File: src/rtl/sram_port_arbiter_pkg.sv
// Shared definitions for the SRAM port arbiter: FSM state encoding and
// the 1-bit ownership tags stored in the in-order response FIFO.
package sram_port_arbiter_pkg;

    typedef enum logic [1:0] {
        ARB_IDLE   = 2'd0,
        ARB_LOCK_I = 2'd1,
        ARB_LOCK_D = 2'd2
    } arb_state_t;

    localparam logic TAG_INST = 1'b0;
    localparam logic TAG_DATA = 1'b1;

endpackage

File: src/rtl/sram_port_arbiter_tag_fifo.sv
// arb_tag_fifo: 1-bit wide, DEPTH-deep FIFO recording which master owns
// each accepted-but-unanswered memory transaction. Pointers wrap modulo
// DEPTH so non-power-of-two depths work. Caller never pushes when full
// nor pops when empty.
module arb_tag_fifo #(
    parameter int DEPTH = 2,
    parameter int CNT_W = 2
) (
    input  logic             clk,
    input  logic             reset,
    input  logic             push,
    input  logic             push_tag,
    input  logic             pop,
    output logic             head_tag,
    output logic             full,
    output logic             empty,
    output logic [CNT_W-1:0] count
);

    localparam int PTR_W = (DEPTH > 1) ? $clog2(DEPTH) : 1;

    logic             r_mem [DEPTH];
    logic [PTR_W-1:0] r_wr_ptr;
    logic [PTR_W-1:0] r_rd_ptr;
    logic [CNT_W-1:0] r_count;

    function automatic logic [PTR_W-1:0] next_ptr(input logic [PTR_W-1:0] p);
        if (p == PTR_W'(DEPTH - 1))
            return '0;
        else
            return p + 1'b1;
    endfunction

    // Pointer and occupancy tracking; push and pop in one cycle keep count.
    always_ff @(posedge clk) begin
        if (reset) begin
            r_wr_ptr <= '0;
            r_rd_ptr <= '0;
            r_count  <= '0;
        end else begin
            if (push)
                r_wr_ptr <= next_ptr(r_wr_ptr);
            if (pop)
                r_rd_ptr <= next_ptr(r_rd_ptr);
            r_count <= r_count + CNT_W'(push) - CNT_W'(pop);
        end
    end

    // Tag storage; contents are meaningless while empty, so no reset.
    always_ff @(posedge clk) begin
        if (push)
            r_mem[r_wr_ptr] <= push_tag;
    end

    assign head_tag = r_mem[r_rd_ptr];
    assign full     = (r_count == CNT_W'(DEPTH));
    assign empty    = (r_count == '0);
    assign count    = r_count;

endmodule

File: src/rtl/sram_port_arbiter.sv
// sram_port_arbiter: shares one SRAM-like port between the instruction
// fetch master and the data master. Accepted transactions are tagged in
// an in-order FIFO so each mem_data_ok is routed back to its owner.
// Optional macro ARB_ROUND_ROBIN_EN: alternate grants between masters in
// IDLE instead of fixed data-over-inst priority.
module sram_port_arbiter
    import sram_port_arbiter_pkg::*;
#(
    parameter int MAX_OUTST = 2,
    parameter int CNT_W     = 2
) (
    input  logic        clk,
    input  logic        reset,
    input  logic        inst_req,
    input  logic [31:0] inst_addr,
    output logic        inst_addr_ok,
    output logic        inst_data_ok,
    output logic [31:0] inst_rdata,
    input  logic        data_req,
    input  logic        data_wr,
    input  logic [3:0]  data_wstrb,
    input  logic [31:0] data_addr,
    input  logic [31:0] data_wdata,
    output logic        data_addr_ok,
    output logic        data_data_ok,
    output logic [31:0] data_rdata,
    output logic        mem_req,
    output logic        mem_wr,
    output logic [3:0]  mem_wstrb,
    output logic [31:0] mem_addr,
    output logic [31:0] mem_wdata,
    input  logic        mem_addr_ok,
    input  logic        mem_data_ok,
    input  logic [31:0] mem_rdata,
    output logic        arb_err
);

    arb_state_t       r_state;
    arb_state_t       w_next_state;
    logic             w_gnt_inst;
    logic             w_gnt_data;
    logic             w_pick_data;
    logic             w_has_credit;
    logic             w_hs;
    logic             w_push;
    logic             w_pop;
    logic             w_head_tag;
    logic             w_fifo_full;
    logic             w_fifo_empty;
    logic [CNT_W-1:0] w_count;
    logic             r_arb_err;

    // Credit is judged on the registered count only, so a pop in the same
    // cycle does not free a slot until the following cycle.
    assign w_has_credit = (w_count < CNT_W'(MAX_OUTST));

`ifdef ARB_ROUND_ROBIN_EN
    logic r_rr_data;

    // Round-robin pointer: after each handshake favour the other master.
    always_ff @(posedge clk) begin
        if (reset)
            r_rr_data <= 1'b1;
        else if (w_hs)
            r_rr_data <= ~w_gnt_data;
    end

    assign w_pick_data = data_req & (~inst_req | r_rr_data);
`else
    assign w_pick_data = data_req;
`endif

    // FSM state register.
    always_ff @(posedge clk) begin
        if (reset)
            r_state <= ARB_IDLE;
        else
            r_state <= w_next_state;
    end

    // Next state: an unaccepted grant locks the port to its owner.
    always_comb begin
        w_next_state = r_state;
        case (r_state)
            ARB_IDLE: begin
                if (w_gnt_data && !mem_addr_ok)
                    w_next_state = ARB_LOCK_D;
                else if (w_gnt_inst && !mem_addr_ok)
                    w_next_state = ARB_LOCK_I;
            end
            ARB_LOCK_I, ARB_LOCK_D: begin
                if (w_hs)
                    w_next_state = ARB_IDLE;
            end
            default: w_next_state = ARB_IDLE;
        endcase
    end

    // Grant selection and shared-port mux driven from the granted master.
    always_comb begin
        w_gnt_inst = 1'b0;
        w_gnt_data = 1'b0;
        if (!reset) begin
            case (r_state)
                ARB_IDLE: begin
                    if (w_has_credit) begin
                        if (w_pick_data)
                            w_gnt_data = 1'b1;
                        else if (inst_req)
                            w_gnt_inst = 1'b1;
                    end
                end
                ARB_LOCK_I: w_gnt_inst = inst_req;
                ARB_LOCK_D: w_gnt_data = data_req;
                default: ;
            endcase
        end
        mem_req   = w_gnt_inst | w_gnt_data;
        mem_wr    = w_gnt_data & data_wr;
        mem_wstrb = (w_gnt_data && data_wr) ? data_wstrb : 4'h0;
        mem_wdata = (w_gnt_data && data_wr) ? data_wdata : 32'h0;
        mem_addr  = w_gnt_data ? data_addr : (w_gnt_inst ? inst_addr : 32'h0);
    end

    assign w_hs         = mem_req & mem_addr_ok;
    assign inst_addr_ok = mem_addr_ok & w_gnt_inst;
    assign data_addr_ok = mem_addr_ok & w_gnt_data;
    assign w_push       = w_hs & ~w_fifo_full;
    assign w_pop        = mem_data_ok & ~w_fifo_empty & ~reset;

    arb_tag_fifo #(
        .DEPTH (MAX_OUTST),
        .CNT_W (CNT_W)
    ) u_tag_fifo (
        .clk      (clk),
        .reset    (reset),
        .push     (w_push),
        .push_tag (w_gnt_data ? TAG_DATA : TAG_INST),
        .pop      (w_pop),
        .head_tag (w_head_tag),
        .full     (w_fifo_full),
        .empty    (w_fifo_empty),
        .count    (w_count)
    );

    // Response routing: the FIFO head names the owner of this response.
    always_comb begin
        inst_data_ok = w_pop & (w_head_tag == TAG_INST);
        data_data_ok = w_pop & (w_head_tag == TAG_DATA);
        inst_rdata   = inst_data_ok ? mem_rdata : 32'h0;
        data_rdata   = data_data_ok ? mem_rdata : 32'h0;
    end

    // Sticky error on a response that no transaction is waiting for.
    always_ff @(posedge clk) begin
        if (reset)
            r_arb_err <= 1'b0;
        else if (mem_data_ok && w_fifo_empty)
            r_arb_err <= 1'b1;
    end

    assign arb_err = r_arb_err;

endmodule
File: config.mk
export PLATFORM = sky130hd
export DESIGN_NAME = sram_port_arbiter
export DESIGN_NICKNAME = d
export VERILOG_FILES = /design/src/rtl/sram_port_arbiter_pkg.sv /design/src/rtl/sram_port_arbiter_tag_fifo.sv /design/src/rtl/sram_port_arbiter.sv
export SDC_FILE = /design/constraint.sdc
export NUM_CORES = 1
export LEC_CHECK = 0
export BUFFER_PORTS_ARGS = -buffer_cell sky130_fd_sc_hd__buf_2
export CELL_PAD_IN_SITES_DETAIL_PLACEMENT = 1
export CELL_PAD_IN_SITES_GLOBAL_PLACEMENT = 1
export CORE_AREA = 2 2 109 111
export CTS_BUF_LIST = sky130_fd_sc_hd__clkbuf_8
export DETAILED_ROUTE_END_ITERATION = 8
export DIE_AREA = 0 0 111 113
export HOLD_SLACK_MARGIN = 0.08
export PLACE_DENSITY = 0.88
export SYNTH_ARGS = -nofsm -noshare
export SYNTH_HDL_FRONTEND = slang
export SYNTH_SLANG_ARGS = --single-unit
File: constraint.sdc
create_clock -name clk -period 2.7 [get_ports clk]
set_clock_uncertainty 0.05 [all_clocks]
set_input_delay 0 -clock clk [delete_from_list [all_inputs] [get_ports clk]]
set_output_delay 0 -clock clk [all_outputs]
set_load 0.05 [all_outputs]
Yosys cells after proc, flatten, opt, wreduce, memory -nomap -nowiden
Memory sizes are Yosys's and may differ from the RTL's. A register that Yosys moved wholly into a read port is not among the register bits.
Cells that the tools add are included.
{"block": "totals", "out_inout_bits": 139, "memories": 1, "regBits": 7, "mem_bits_rw": 2, "wordCells": 65}
{"block": "classes", "n_mux": 26, "add_sub_neg": 4, "order_cmp": 1, "reduce_logical": 9, "bitwise_logic": 14, "n_eq_ne": 5}
{"memory": "u_tag_fifo.r_mem", "depth": 2, "width": 1, "rd": 1, "rd_clocked_by_memory_dff": 1, "write_ports": 1, "line_no": "sram_port_arbiter_tag_fifo.sv:22", "text": "logic r_mem [DEPTH];"}
{"cell": "two-way mux 32 bit", "n": 5}
{"cell": "two-way mux 1 bit", "n": 14}
{"cell": "bitwise AND 1 bit", "n": 9}
{"cell": "two-way mux 2 bit", "n": 3}
{"cell": "== test 2 bit (second input constant)", "n": 2}
{"cell": "logical AND 1 bit", "n": 4}
{"cell": "logical NOT 2 bit", "n": 2}
{"cell": "two-way mux 4 bit", "n": 1}
{"cell": "inverter 1 bit", "n": 4}
{"cell": "one-hot mux 1 bit (2 select lines)", "n": 2}
{"cell": "one-hot mux 2 bit (2 select lines)", "n": 1}
{"cell": "inequality test 3 bit (second input constant)", "n": 1}
{"cell": "adder 1 bit (second input constant)", "n": 2}
{"cell": "adder 2 x 1 -> 2 bit", "n": 1}
{"cell": "== test 2 x 1 -> 1 bit (second input constant)", "n": 1}
{"cell": "< comparator 2 bit (second input constant)", "n": 1}
{"cell": "inequality test 2 bit (second input constant)", "n": 1}
{"cell": "AND reduction 2 bit", "n": 1}
{"cell": "OR reduction 2 bit", "n": 1}
{"cell": "subtractor 2 x 1 -> 2 bit", "n": 1}
{"cell": "logical NOT 1 bit", "n": 1}
{"cell": "bitwise OR 1 bit", "n": 1}

Longest topological paths before layout
Gate-level depths: netlist of run 1.
{"block": "logic_depth", "depth_word": 10, "mapped_depth": 11, "ltp_nobuf": 11}

Modules after synthesis
Synthesis of run 1 repeated with hierarchy kept, for this count alone.
{"block": "hier_totals", "hier_cells": 227, "area_unflattened_um2": 1714.1}
{"module": "sram_port_arbiter", "instances": 1, "cells_each": 203, "area_per_inst_um2": 1426.4}
{"module": "arb_tag_fifo", "instances": 1, "cells_each": 24, "area_per_inst_um2": 287.8}

Least setup slack after synthesis of run 1
Ideal clock, no wire load.
{"block": "synth_path", "path_kind": "register to register", "startpoint": "reg r_state[1]", "endpoint": "reg u_tag_fifo.r_count[1] (netlist: u_tag_fifo.count[1])", "slack_ps": 540, "synth_period_minus_slack_ps": 2160, "arrival_time_ps": 1983, "required_ps": 2523, "path_stages_with_launch": 12, "path_buffers": 0, "cell_sequence": "dfxtp_1 inv_1 ha_1 and3b_4 o21ai_4 a21o_1 ha_1 inv_1 ha_1 xnor2_1 xnor2_1 nor2_1"}
{"block": "synth_via", "elab_chain_cells": 8}
{"element": "start, declared", "line_no": "sram_port_arbiter.sv:38", "text": "arb_state_t r_state;"}
{"element": "start signal, assigned", "line_no": "sram_port_arbiter.sv:78", "text": "r_state <= w_next_state;"}
{"element": "== test 2 x 1 -> 1 bit, or another cell as far along", "line_no": "sram_port_arbiter.sv:104", "text": "case (r_state)"}
{"element": "one-hot mux 1 bit (2 select lines)", "line_no": "sram_port_arbiter.sv:104"}
{"element": "two-way mux 1 bit", "line_no": "sram_port_arbiter.sv:103", "text": "if (!reset) begin"}
{"element": "bitwise OR 1 bit (*)", "line_no": "sram_port_arbiter.sv:118", "text": "mem_req = w_gnt_inst | w_gnt_data;"}
{"element": "bitwise AND 1 bit (*)", "line_no": "sram_port_arbiter.sv:125", "text": "assign w_hs = mem_req & mem_addr_ok;"}
{"element": "bitwise AND 1 bit (*)", "line_no": "sram_port_arbiter.sv:128", "text": "assign w_push = w_hs & ~w_fifo_full;"}
{"element": "adder 2 x 1 -> 2 bit (*)", "line_no": "sram_port_arbiter_tag_fifo.sv:45", "text": "r_count <= r_count + CNT_W'(push) - CNT_W'(pop);"}
{"element": "subtractor 2 x 1 -> 2 bit (*)", "line_no": "sram_port_arbiter_tag_fifo.sv:45"}
{"element": "end signal, assigned", "line_no": "sram_port_arbiter_tag_fifo.sv:45"}
{"element": "end, declared", "line_no": "sram_port_arbiter_tag_fifo.sv:25", "text": "logic [CNT_W-1:0] r_count;"}
Every way passes the cells marked *; elsewhere a longest branch is shown, timed or not.
A chain may end at the register's enable or synchronous reset.

Final worst setup path of run 1
{"block": "layout_path", "startpoint": "reg r_state[1]", "endpoint": "out mem_addr[26]"}
{"block": "layout_via", "elab_chain_cells": 5}
{"element": "== test 2 x 1 -> 1 bit / logical NOT 2 bit (equally long branches)", "line_no": "sram_port_arbiter.sv:104"}
{"element": "one-hot mux 1 bit (2 select lines)", "line_no": "sram_port_arbiter.sv:104"}
{"element": "two-way mux 1 bit", "line_no": "sram_port_arbiter.sv:103"}
{"element": "two-way mux 32 bit", "line_no": "sram_port_arbiter.sv:122", "text": "mem_addr = w_gnt_data ? data_addr : (w_gnt_inst ? inst_addr : 32'h0);"}
{"element": "two-way mux 32 bit (*)", "line_no": "sram_port_arbiter.sv:122"}
{"element": "end, declared", "line_no": "sram_port_arbiter.sv:30", "text": "output logic [31:0] mem_addr,"}
Marks and branches as above.

==> results of run 1 <==
## kinds of logic after synthesis
| logic type | synth area share (%) |
|---|---|
| mux | 0.596 |
| compound gates | 24.1 |
| flops | 13.1 |
| xor+xnor | 2.09 |
| buf+inv | 9.09 |
| simple gates | 46.6 |
| fa+ha+maj | 4.47 |
## report_power, final
group | internal (mW) | switching [mW] | total (mW)
sequential | 0.205 | 0.0363 | 0.241
clock | 0.128 | 0.0572 | 0.185
combinational | 0.576 | 1.49 | 2.06
## area by class of cell
cell class / instances / area, um^2 / area share [%]
Multi-Input combinational cell: 187 / 1310 / 40.2
Timing Repair Buffer: 284 / 1460 / 44.8
Inverter: 8 / 32.5 / 0.999
Tap cell: 143 / 179 / 5.50
Clock buffer: 4 / 55.1 / 1.69
Sequential cell: 10 / 220 / 6.76
## layout by cell type (no fill, tap or decap), drive strengths merged
master,Yosys,final
buf,10,281
nor3,2,2
a21o,3,3
inv,8,8
dlygate4sd3,0,3
dfxtp,8,8
xor2,1,1
and3b,1,1
and2,34,34
xnor2,3,3
ha,6,6
and2b,1,1
nor2b,2,2
edfxtp,2,2
nand2,2,2
a21oi,2,2
a211oi,2,2
nand3b,1,1
o21ai,6,6
mux2i,1,1
o21bai,2,2
a311o,1,1
a22o,32,32
clkbuf,13,4
or3,1,1
and3,68,68
nor2,15,15
a31oi,1,1
## worst min-delay path by stage
stage	from	end
finish	mem_addr_ok	r_state[1]
global placement	mem_data_ok	arb_err
floorplan	mem_data_ok	arb_err
global route	mem_addr_ok	r_state[0]
CTS	mem_addr_ok	r_state[1]
detailed placement	mem_data_ok	arb_err
## state kept, by name, summed over array words and instances, names as in the netlist, named ones only
| name | count |
|---|---|
| u_tag_fifo.r_mem | 2 |
| u_tag_fifo.r_rd_ptr | 1 |
| r_state | 2 |
| u_tag_fifo.r_wr_ptr | 1 |
| u_tag_fifo.count | 2 |
| arb_err | 1 |
## per-stage QoR
| stage | power [mW] | worst slack, ps | area, um^2 |
|---|---|---|---|
| floorplan | 1.80 | 540 | 1680 |
| global placement | 2.27 | 414 | 3170 |
| detailed placement | 2.30 | 323 | 3170 |
| CTS | 2.50 | 184 | 3260 |
| global route | 2.63 | 76.1 | 3260 |
| finish | 2.49 | 217 | 3260 |
## per-layer routing
| metal | vias to the layer above | global-route usage, % | part of all wire, % |
|---|---|---|---|
| li1 | 1351 | - | - |
| met1 | 1235 | 14.3 | 36 |
| met2 | 168 | 29.1 | 53 |
| met3 | 4 | 4.07 | 9.4 |
| met4 | 0 | 2.75 | 0.97 |
| met5 | - | 0 | 0 |
## tightest hold or removal path: cells and delay by family
kind | cells | cell delay (ps)
compound gates | 2 | 240
buf+inv | 1 | 140
## repair_timing
item | in CTS | in global routing
endpoints found under the setup margin | 0 | 0
hold endpoints to repair | 6 | 0
hold buffers | 3 | 0
==> impl_metrics.json, run 1 <==
{
  "hold_violations": 0,
  "root_driver": "sky130_fd_sc_hd__clkbuf_8",
  "dp.final_hpwl_um": 8410,
  "hold-worst-slack_ps": 131,
  "worst_hold_path.num_cells": 3,
  "synth_fp_nets": 373,
  "outcome": "finished clean",
  "irDropWorstVdd_v": 0.000415,
  "drive_gt1_share_pct": 59.4,
  "vias": 2758,
  "post-cts-setup-buffers": 0,
  "critical_path_fanout_max": 32,
  "avgRoutedWirePerCell_um": 15.4,
  "htree_num_levels": 1,
  "timing.critical_path.max_delay_family": "simple AND/OR/NAND/NOR gates",
  "netlist.area_leader.share_pct": 25.3,
  "clock_tree_from_tritoncts": "built",
  "synthesized_instance_count": 228,
  "clock_latency_ps": 240,
  "timing.max_cap.violations": 0,
  "synth_area_leaders": "sky130_fd_sc_hd__and3_1, sky130_fd_sc_hd__a22o_1, sky130_fd_sc_hd__and2_1",
  "critical-path-slowest-cell": "sky130_fd_sc_hd__nor2_8",
  "grt_start_max_net_pins": 73,
  "crit_path_cell_trace": "inv_1 > ha_1 > and3b_4 > a21o_1 > nand2_2 > nor2_8 > a22o_1 > buf_2",
  "numPortBuffers": 277,
  "fmaxAchievable_mhz": 403,
  "synth_enable_flop_cells": 2,
  "timing.critical_path.arrival_ps": 2430,
  "global_route_wire_length_before_repair_um": 14500,
  "yosys_warnings": 0,
  "fill_cells": 1480,
  "n_antenna_cell": 0,
  "r2r_slack_ps": 300,
  "numClockSinks": 10,
  "worst-slew-pin-transition_ps": 529,
  "cts.reportedPaths.clkPinSlew_ps": 50,
  "hp-class": "in -> reg",
  "startpoint": "r_state[1]",
  "synth_seq_area_share_pct": 13.1,
  "grt_setup_unrepaired": "no",
  "finalNetCount": 639,
  "drv_slew": 0,
  "critical-path-max-stage-delay_ps": 360,
  "core-area_mm2": 0.0113,
  "area.growth.synth_to_final_pct": 93.9,
  "grt_util_all_layers_pct": 14.2,
  "cts_buffers": 3,
  "synthTopCellsByCount": "sky130_fd_sc_hd__and3_1, sky130_fd_sc_hd__and2_1, sky130_fd_sc_hd__a22o_1, sky130_fd_sc_hd__nor2_1, sky130_fd_sc_hd__clkbuf_1",
  "vias_per_cell": 4.34,
  "min_period_over_period_pct": 92.0,
  "timing_worst_setup_path_type": "reg -> out",
  "cp.buffers_inverters": 2,
  "max_slew_margin_pct": 64.6,
  "critical_path.endpoint_type": "primary output",
  "cts-resized-gates": 0,
  "setup_total_negative_slack_ps": 0,
  "worst_setup_path_endpoint": "mem_addr[26]",
  "instances_no_fill": 636,
  "most_frequently_used_flop_master_after_synthesis": "sky130_fd_sc_hd__dfxtp_1",
  "die_h_um": 113,
  "starting_density_of_the_core_pct": 14.9,
  "design.die.area_mm2": 0.0125,
  "cp.required_ps": 2650,
  "critical_path.reg2reg.startpoint": "r_state[1]",
  "i_o_pin_count": 278,
  "type_of_element_launching_the_critical_path": "flop",
  "drt_iter0_markers": 109,
  "crit_cells": 8,
  "detail_route.wirelength_um": 9780,
  "post_synth_instance_area_mm2": 0.00168,
  "drtPass1Iterations": 4,
  "yosysTopAreaCell": "sky130_fd_sc_hd__and3_1",
  "report.final.setup_viol": 0,
  "synth_seq_cells": 10,
  "postLayoutCoreUtil_pct": 28.9,
  "final_period_minus_worst_setup_slack_ps": 2480,
  "synth-async-reset-ratio_pct": 0,
  "remaining_drc_errors": 0,
  "die_w_um": 111,
  "netlist-cell-type-count": 35,
  "post_synth.cell_area_avg_um2": 7.36,
  "grt.overflow.total": 0,
  "floorplan.rows": 39,
  "reg2reg_to": "u_tag_fifo.count[1]",
  "routabilityCongestion": 0.792,
  "initial_antenna_violation_count": 0,
  "max-clock-path-buffers": 2,
  "first_global_vias": 2751,
  "synth.most_common_cell": "sky130_fd_sc_hd__and3_1",
  "final_antenna_net_count": 0,
  "placed_cells_incl_taps": 629,
  "power_density_mw_per_mm2": 765,
  "cellLeakagePower_nw": 2.26,
  "worst-r2r-cell-count": 11
}
No activity file was read; power rests on OpenSTA's default activity.
==> inputs of run 2 (changes only) <==
==> constraint.sdc (replaced) <==
create_clock -name clk -period 2.5 [get_ports clk]
set_clock_uncertainty 0.05 [all_clocks]
set_input_delay 0 -clock clk [delete_from_list [all_inputs] [get_ports clk]]
set_output_delay 0 -clock clk [all_outputs]
set_load 0.05 [all_outputs]
==> run 2 against run 1 <==
Cell area is essentially flat. Wire length shrank 0.46%. Setup slack lost 80 ps. Sequential share of layout area is essentially flat. Die area is the same. Power grew 7.7%. Final cell count is the same. Flip-flop and latch count is the same. Global-route usage grew 0.27 points. Non-clock buffer count is the same. Via count grew 0.51%. Core utilization is essentially flat.
==> impl_metrics.json, run 2 (synthesized netlist as in run 1, its figures left out) <==
{
  "outcome": "finished clean",
  "cp.required_ps": 2450,
  "starting_density_of_the_core_pct": 14.9,
  "netSwitchingPower_mw": 1.70,
  "sw_frac_of_total_pct": 63.3,
  "floorplan.rows": 39,
  "timing.critical_path.arrival_ps": 2310,
  "fraction_of_power_consumed_by_the_clock_network_pct": 7.6,
  "root_driver": "sky130_fd_sc_hd__clkbuf_8",
  "area.growth.synth_to_final_pct": 94.0,
  "timing_worst_setup_path_type": "reg -> out",
  "sequentialPowerShare_pct": 9.6,
  "cellLeakagePower_nw": 2.26,
  "cts_buffers": 3,
  "cts.reportedPaths.clkPinSlew_ps": 50,
  "worstHoldEndpoint": "r_state[0]",
  "detail_route.wirelength_um": 9740,
  "hold_violations": 0,
  "n_antenna_cell": 0,
  "final_period_minus_worst_setup_slack_ps": 2360,
  "hp-class": "in -> reg",
  "detail_route.wirelength.met1_um": 3450,
  "report.final.setup_viol": 0,
  "r2r_slack_ps": 190,
  "grt_setup_unrepaired": "no",
  "post-route-worst-setup-slack_ps": 137,
  "max_slew_margin_pct": 69.2,
  "drv_slew": 0,
  "hold_path.startpoint": "mem_addr_ok",
  "met3_wirelength_um": 972,
  "drtPass1Iterations": 4,
  "min_period_over_period_pct": 94.5,
  "irDropWorstVdd_v": 0.000494,
  "vias": 2772,
  "critical_path_fanout_max": 32,
  "remaining_drc_errors": 0,
  "layout.cells.most_common_list": "sky130_fd_sc_hd__buf_2, sky130_fd_sc_hd__and3_1, sky130_fd_sc_hd__and2_1",
  "power_frac_comb_pct": 82.8,
  "design.die.area_mm2": 0.0125,
  "crit_path_cell_trace": "inv_1 > ha_2 > and3b_4 > a21o_1 > nand2_2 > nor2_8 > a22o_1 > buf_2",
  "die_w_um": 111,
  "fmaxAchievable_mhz": 423,
  "clock_latency_ps": 230,
  "drive_gt1_share_pct": 59.6,
  "numPortBuffers": 277,
  "clock_tree_from_tritoncts": "built",
  "htree_num_levels": 1,
  "dp.final_hpwl_um": 8410,
  "first_global_vias": 2711,
  "post-cts-setup-buffers": 0,
  "routabilityCongestion": 0.828,
  "hold-worst-slack_ps": 134,
  "avgRoutedWirePerCell_um": 15.3,
  "initial_antenna_violation_count": 0,
  "timing.max_cap.violations": 0,
  "numClockSinks": 10,
  "p_int_mw": 0.985,
  "type_of_element_launching_the_critical_path": "flop",
  "finalPower_mw": 2.68,
  "max-clock-path-buffers": 2,
  "power_density_mw_per_mm2": 823,
  "maxUsedRoutingLayer": "met4",
  "critical_path.reg2reg.startpoint": "r_state[1]",
  "critical-path-slowest-cell": "sky130_fd_sc_hd__nor2_8",
  "wl_met2_um": 5270,
  "core-area_mm2": 0.0113,
  "worst-r2r-cell-count": 11,
  "setup_total_negative_slack_ps": 0,
  "final_common_cell": "sky130_fd_sc_hd__buf_2",
  "postLayoutCoreUtil_pct": 28.9,
  "worst_hold_path.num_cells": 3,
  "worst-slew-pin-transition_ps": 458,
  "die_h_um": 113,
  "global_route_wire_length_before_repair_um": 14700,
  "place_ws_ps": 134,
  "reg2reg_to": "u_tag_fifo.count[1]",
  "drt_iter0_markers": 122,
  "finalNetCount": 639,
  "grt.overflow.total": 0,
  "grt_util_all_layers_pct": 14.5,
  "final_antenna_net_count": 0,
  "i_o_pin_count": 278,
  "vias_per_cell": 4.36,
  "grt_start_max_net_pins": 73,
  "critical_path.endpoint_type": "primary output",
  "critical-path-max-stage-delay_ps": 360
}
run 2: changes by cell type in the layout (fill, tap and decap cells not counted):
cell,change
sky130_fd_sc_hd__ha_2,+1
sky130_fd_sc_hd__ha_1,-1
run 2: how the worst max path moves through the flow:
stage                     depth (start not counted)                   to  startpoint
after global placement                           11  u_tag_fifo.count[1]  r_state[1]
final                                             8         mem_addr[24]  r_state[1]
after detailed placement                         11  u_tag_fifo.count[1]  r_state[1]
after floorplan                                  11  u_tag_fifo.count[1]  r_state[1]
after CTS                                         8         mem_addr[24]  r_state[1]
after global routing                              8         mem_addr[24]  r_state[1]
run 2: power groups by stage:
stage	Combinational (mW)	Sequential, mW	Clock (mW)
floorplan	1.68	0.263	0
global placement	2.19	0.257	0
detailed placement	2.22	0.262	0
CTS	2.23	0.258	0.213
global route	2.37	0.264	0.221
finish	2.22	0.258	0.205
run 2: final cells by class:
cell class / count / area, um^2
well taps: 143 / 179
inverters: 8 / 32.5
multi-input cells: 187 / 1310
repair buffers: 284 / 1460
fillers: 1464 / 8010
clock buffers: 4 / 55.1
flip-flops and latches: 10 / 220
run 2: timing repair:
| action | in CTS | in global routing |
|---|---|---|
| gates resized for setup | 0 | 1 |
| endpoints found under the setup margin | 0 | 32 |
| hold endpoints to repair | 5 | 0 |
| hold buffers | 3 | 0 |
run 2: stage by stage:
step	instances	area (um^2)
floorplan	228	1680
global placement	629	3170
detailed placement	629	3170
CTS	636	3260
global route	636	3260
finish	636	3260
run 2: layer usage:
layer  up-vias  GRT usage [%]
met5         -              0
met4         0           2.00
met3         2           4.77
met2       168           29.4
met1      1253           14.7
li1       1349              -
run 2: critical path, delay by kind of cell (launching register included):
kind	cells	cell delay, ps
buf+inv	2	400
simple gates	3	710
flops	1	320
compound gates	2	370
fa+ha+maj	1	280
==> inputs of run 3 (changes only) <==
--- a/config.mk
+++ b/config.mk
@@ -8,12 +8,13 @@
 export BUFFER_PORTS_ARGS = -buffer_cell sky130_fd_sc_hd__buf_2
 export CELL_PAD_IN_SITES_DETAIL_PLACEMENT = 1
 export CELL_PAD_IN_SITES_GLOBAL_PLACEMENT = 1
-export CORE_AREA = 2 2 109 111
+export CORE_AREA = 2 2 107 109
 export CTS_BUF_LIST = sky130_fd_sc_hd__clkbuf_8
 export DETAILED_ROUTE_END_ITERATION = 8
-export DIE_AREA = 0 0 111 113
+export DIE_AREA = 0 0 109 111
 export HOLD_SLACK_MARGIN = 0.08
-export PLACE_DENSITY = 0.88
+export PLACE_DENSITY = 0.91
 export SYNTH_ARGS = -nofsm -noshare
 export SYNTH_HDL_FRONTEND = slang
+export SYNTH_HIERARCHICAL = 1
 export SYNTH_SLANG_ARGS = --single-unit
==> constraint.sdc (replaced) <==
create_clock -name clk -period 2.3 [get_ports clk]
set_clock_uncertainty 0.05 [all_clocks]
set_input_delay 0 -clock clk [delete_from_list [all_inputs] [get_ports clk]]
set_output_delay 0 -clock clk [all_outputs]
set_load 0.05 [all_outputs]
==> run 3 against run 2 <==
Core utilization rose by 2.7 points. Cell area rose by 7.6%. First-iteration DRC count fell by 15%. Die area fell by 3.5%. Critical endpoint is now mem_addr[15]. Highest routed layer unchanged. Critical path depth did not move. Count of clock-buffer cells in the layout did not move. Critical path type unchanged. Largest power group unchanged.
==> impl_metrics.json, run 3 <==
{
  "synth_area_leaders": "sky130_fd_sc_hd__and3_1, sky130_fd_sc_hd__a22o_1, sky130_fd_sc_hd__and2_1",
  "timing_worst_setup_path_type": "reg -> out",
  "final_period_minus_worst_setup_slack_ps": 2250,
  "critical_path_fanout_max": 16,
  "placement.cell_area_mm2": 0.00323,
  "drt_iter0_markers": 104,
  "synth-async-reset-ratio_pct": 0,
  "htree_num_levels": 1,
  "netlist-cell-type-count": 36,
  "final_common_cell": "sky130_fd_sc_hd__buf_2",
  "i_o_pin_count": 278,
  "irDropWorstVdd_v": 0.000425,
  "min_period_over_period_pct": 97.9,
  "die_h_um": 111,
  "synth_enable_flop_cells": 2,
  "timing.critical_path.arrival_ps": 2200,
  "avgRoutedWirePerCell_um": 14.8,
  "vias_per_cell": 4.42,
  "max_slew_margin_pct": 71.8,
  "design.die.area_mm2": 0.0121,
  "remaining_drc_errors": 0,
  "place_ws_ps": 105,
  "netlist.area_leader.share_pct": 24.8,
  "synth_seq_cells": 10,
  "hp-class": "in -> reg",
  "grt_util_all_layers_pct": 13.7,
  "numClockSinks": 10,
  "cts.reportedPaths.clkPinSlew_ps": 50,
  "fmaxAchievable_mhz": 444,
  "critical-path-slowest-cell": "sky130_fd_sc_hd__dfxtp_1",
  "drtPass1Iterations": 4,
  "synth_seq_area_share_pct": 12.8,
  "clock_latency_ps": 230,
  "clock_tree_from_tritoncts": "built",
  "core-area_mm2": 0.0111,
  "worst_hold_path.num_cells": 4,
  "routabilityCongestion": 0.835,
  "grt_start_max_net_pins": 74,
  "report.final.setup_viol": 0,
  "layout.cells.most_common_list": "sky130_fd_sc_hd__buf_2, sky130_fd_sc_hd__and3_1, sky130_fd_sc_hd__and2_1",
  "drv_slew": 0,
  "cellLeakagePower_nw": 2.32,
  "vias": 2827,
  "area.growth.synth_to_final_pct": 104,
  "initial_antenna_violation_count": 0,
  "synth_fp_nets": 372,
  "grt_setup_unrepaired": "yes",
  "placed_cells_incl_taps": 630,
  "cp.required_ps": 2250,
  "floorplan.rows": 39,
  "hold_violations": 0,
  "synthTopCellsByCount": "sky130_fd_sc_hd__and3_1, sky130_fd_sc_hd__and2_1, sky130_fd_sc_hd__a22o_1, sky130_fd_sc_hd__clkbuf_1, sky130_fd_sc_hd__nor2_1",
  "numPortBuffers": 277,
  "root_driver": "sky130_fd_sc_hd__clkbuf_8",
  "global_route_wire_length_before_repair_um": 13500,
  "hold-worst-slack_ps": 155,
  "die_w_um": 109,
  "post-cts-setup-buffers": 0,
  "post_synth.cell_area_avg_um2": 7.55,
  "synthesized_instance_count": 227,
  "finalNetCount": 642,
  "yosys_warnings": 6,
  "first_global_vias": 2809,
  "instances_no_fill": 640,
  "grt.overflow.total": 0,
  "max-clock-path-buffers": 2,
  "worst-r2r-cell-count": 9,
  "dp.final_hpwl_um": 7570,
  "setup_total_negative_slack_ps": 0,
  "drive_gt1_share_pct": 60.9,
  "power_density_mw_per_mm2": 841,
  "yosysTopAreaCell": "sky130_fd_sc_hd__and3_1",
  "type_of_element_launching_the_critical_path": "flop",
  "synth.most_common_cell": "sky130_fd_sc_hd__and3_1",
  "critical_path.endpoint_type": "primary output",
  "post-route-cell-area_mm2": 0.00350,
  "cts_buffers": 3,
  "post-route-worst-setup-slack_ps": 48.7,
  "detail_route.wirelength_um": 9460,
  "most_frequently_used_flop_master_after_synthesis": "sky130_fd_sc_hd__dfxtp_1",
  "crit_path_cell_trace": "inv_1 > ha_1 > and3b_1 > o211a_4 > nor2_4 > buf_12 > a22o_1 > buf_4",
  "timing.max_cap.violations": 0,
  "outcome": "finished clean",
  "worst-slew-pin-transition_ps": 422,
  "final_antenna_net_count": 0,
  "starting_density_of_the_core_pct": 15.5,
  "critical-path-max-stage-delay_ps": 340,
  "post_synth_instance_area_mm2": 0.00171
}
[run 3: cell count changes in the layout (fill, tap and decap cells not counted), moves of 2 or more]
| cell | previous run | this run |
|---|---|---|
| sky130_fd_sc_hd__buf_2 | 277 | 244 |
| sky130_fd_sc_hd__a21o_1 | 3 | 0 |
| sky130_fd_sc_hd__a211oi_1 | 2 | 0 |
| sky130_fd_sc_hd__nor2_1 | 14 | 8 |
| sky130_fd_sc_hd__a22o_4 | 0 | 2 |
| sky130_fd_sc_hd__clkbuf_4 | 0 | 2 |
| sky130_fd_sc_hd__o21a_1 | 0 | 3 |
| sky130_fd_sc_hd__a22o_1 | 32 | 30 |
| sky130_fd_sc_hd__buf_4 | 3 | 27 |
| sky130_fd_sc_hd__buf_6 | 0 | 9 |
| sky130_fd_sc_hd__o21bai_1 | 2 | 0 |
| sky130_fd_sc_hd__nor2b_1 | 2 | 6 |
[run 3: cells by family after synthesis]
logic type	Yosys count	synth area share [%]
adder cells (fa/ha/maj)	6	4.38
buffers and inverters	30	8.69
multiplexers	2	1.24
AND/OR/NAND/NOR	128	46.5
flip-flops	10	12.8
XOR/XNOR	3	2.34
AO/OA/AOI/OAI	48	24.0
[run 3: what timing repair did]
item | CTS | global route
gates resized for setup | 21 | 36
setup endpoints to repair | 21 | 35
endpoints found under the hold margin | 4 | 0
cloned | 0 | 2
hold buffers | 3 | 0
pin swaps | 0 | 1
[run 3: worst max-delay path, delay by kind of cell (launching register included)]
family	cells	cell delay, ps
DFF	1	340
and+or+nand+nor	2	430
AOI/OAI and AO/OA	2	450
buffers and inverters	3	500
adders and majority gates	1	250
[run 3: final timing paths]
kind,from,end,slack (ps)
setup / recovery,r_state[0],mem_addr[15],50
hold / removal,inst_req,r_state[0],150
setup reg to reg,r_state[0],u_tag_fifo/count[1],120
hold reg to reg,u_tag_fifo/r_rd_ptr,u_tag_fifo/r_rd_ptr,470
[run 3: final cells by class]
type / instances / area (um^2)
Fill cell: 1420 / 7570
Timing Repair Buffer: 288 / 1640
Multi-Input combinational cell: 187 / 1380
Sequential cell: 10 / 220
Tap cell: 143 / 179
Clock buffer: 4 / 55.1
Inverter: 7 / 26.3
Antenna cell: 1 / 2.50
[run 3: through the flow]
step                      total power, mW  util [%]
after floorplan                      1.97         -
after global placement               2.48      29.2
after detailed placement             2.53      29.2
after CTS                            2.83      30.4
after global routing                 3.11      31.6
final                                2.95      31.6
[run 3: power by group]
| group | internal, mW | total, mW | switching (mW) |
|---|---|---|---|
| logic | 0.817 | 2.47 | 1.65 |
| registers | 0.227 | 0.260 | 0.0332 |
| clock network | 0.151 | 0.221 | 0.0700 |
[run 3: per-layer routing]
| layer | track usage [%] | vias up | wire length [um] |
|---|---|---|---|
| met2 | 27.2 | 150 | 5020 |
| met5 | 0 | - | 0 |
| met3 | 2.47 | 11 | 848 |
| li1 | - | 1368 | - |
| met1 | 14.5 | 1298 | 3470 |
| met4 | 2.99 | 0 | 110 |
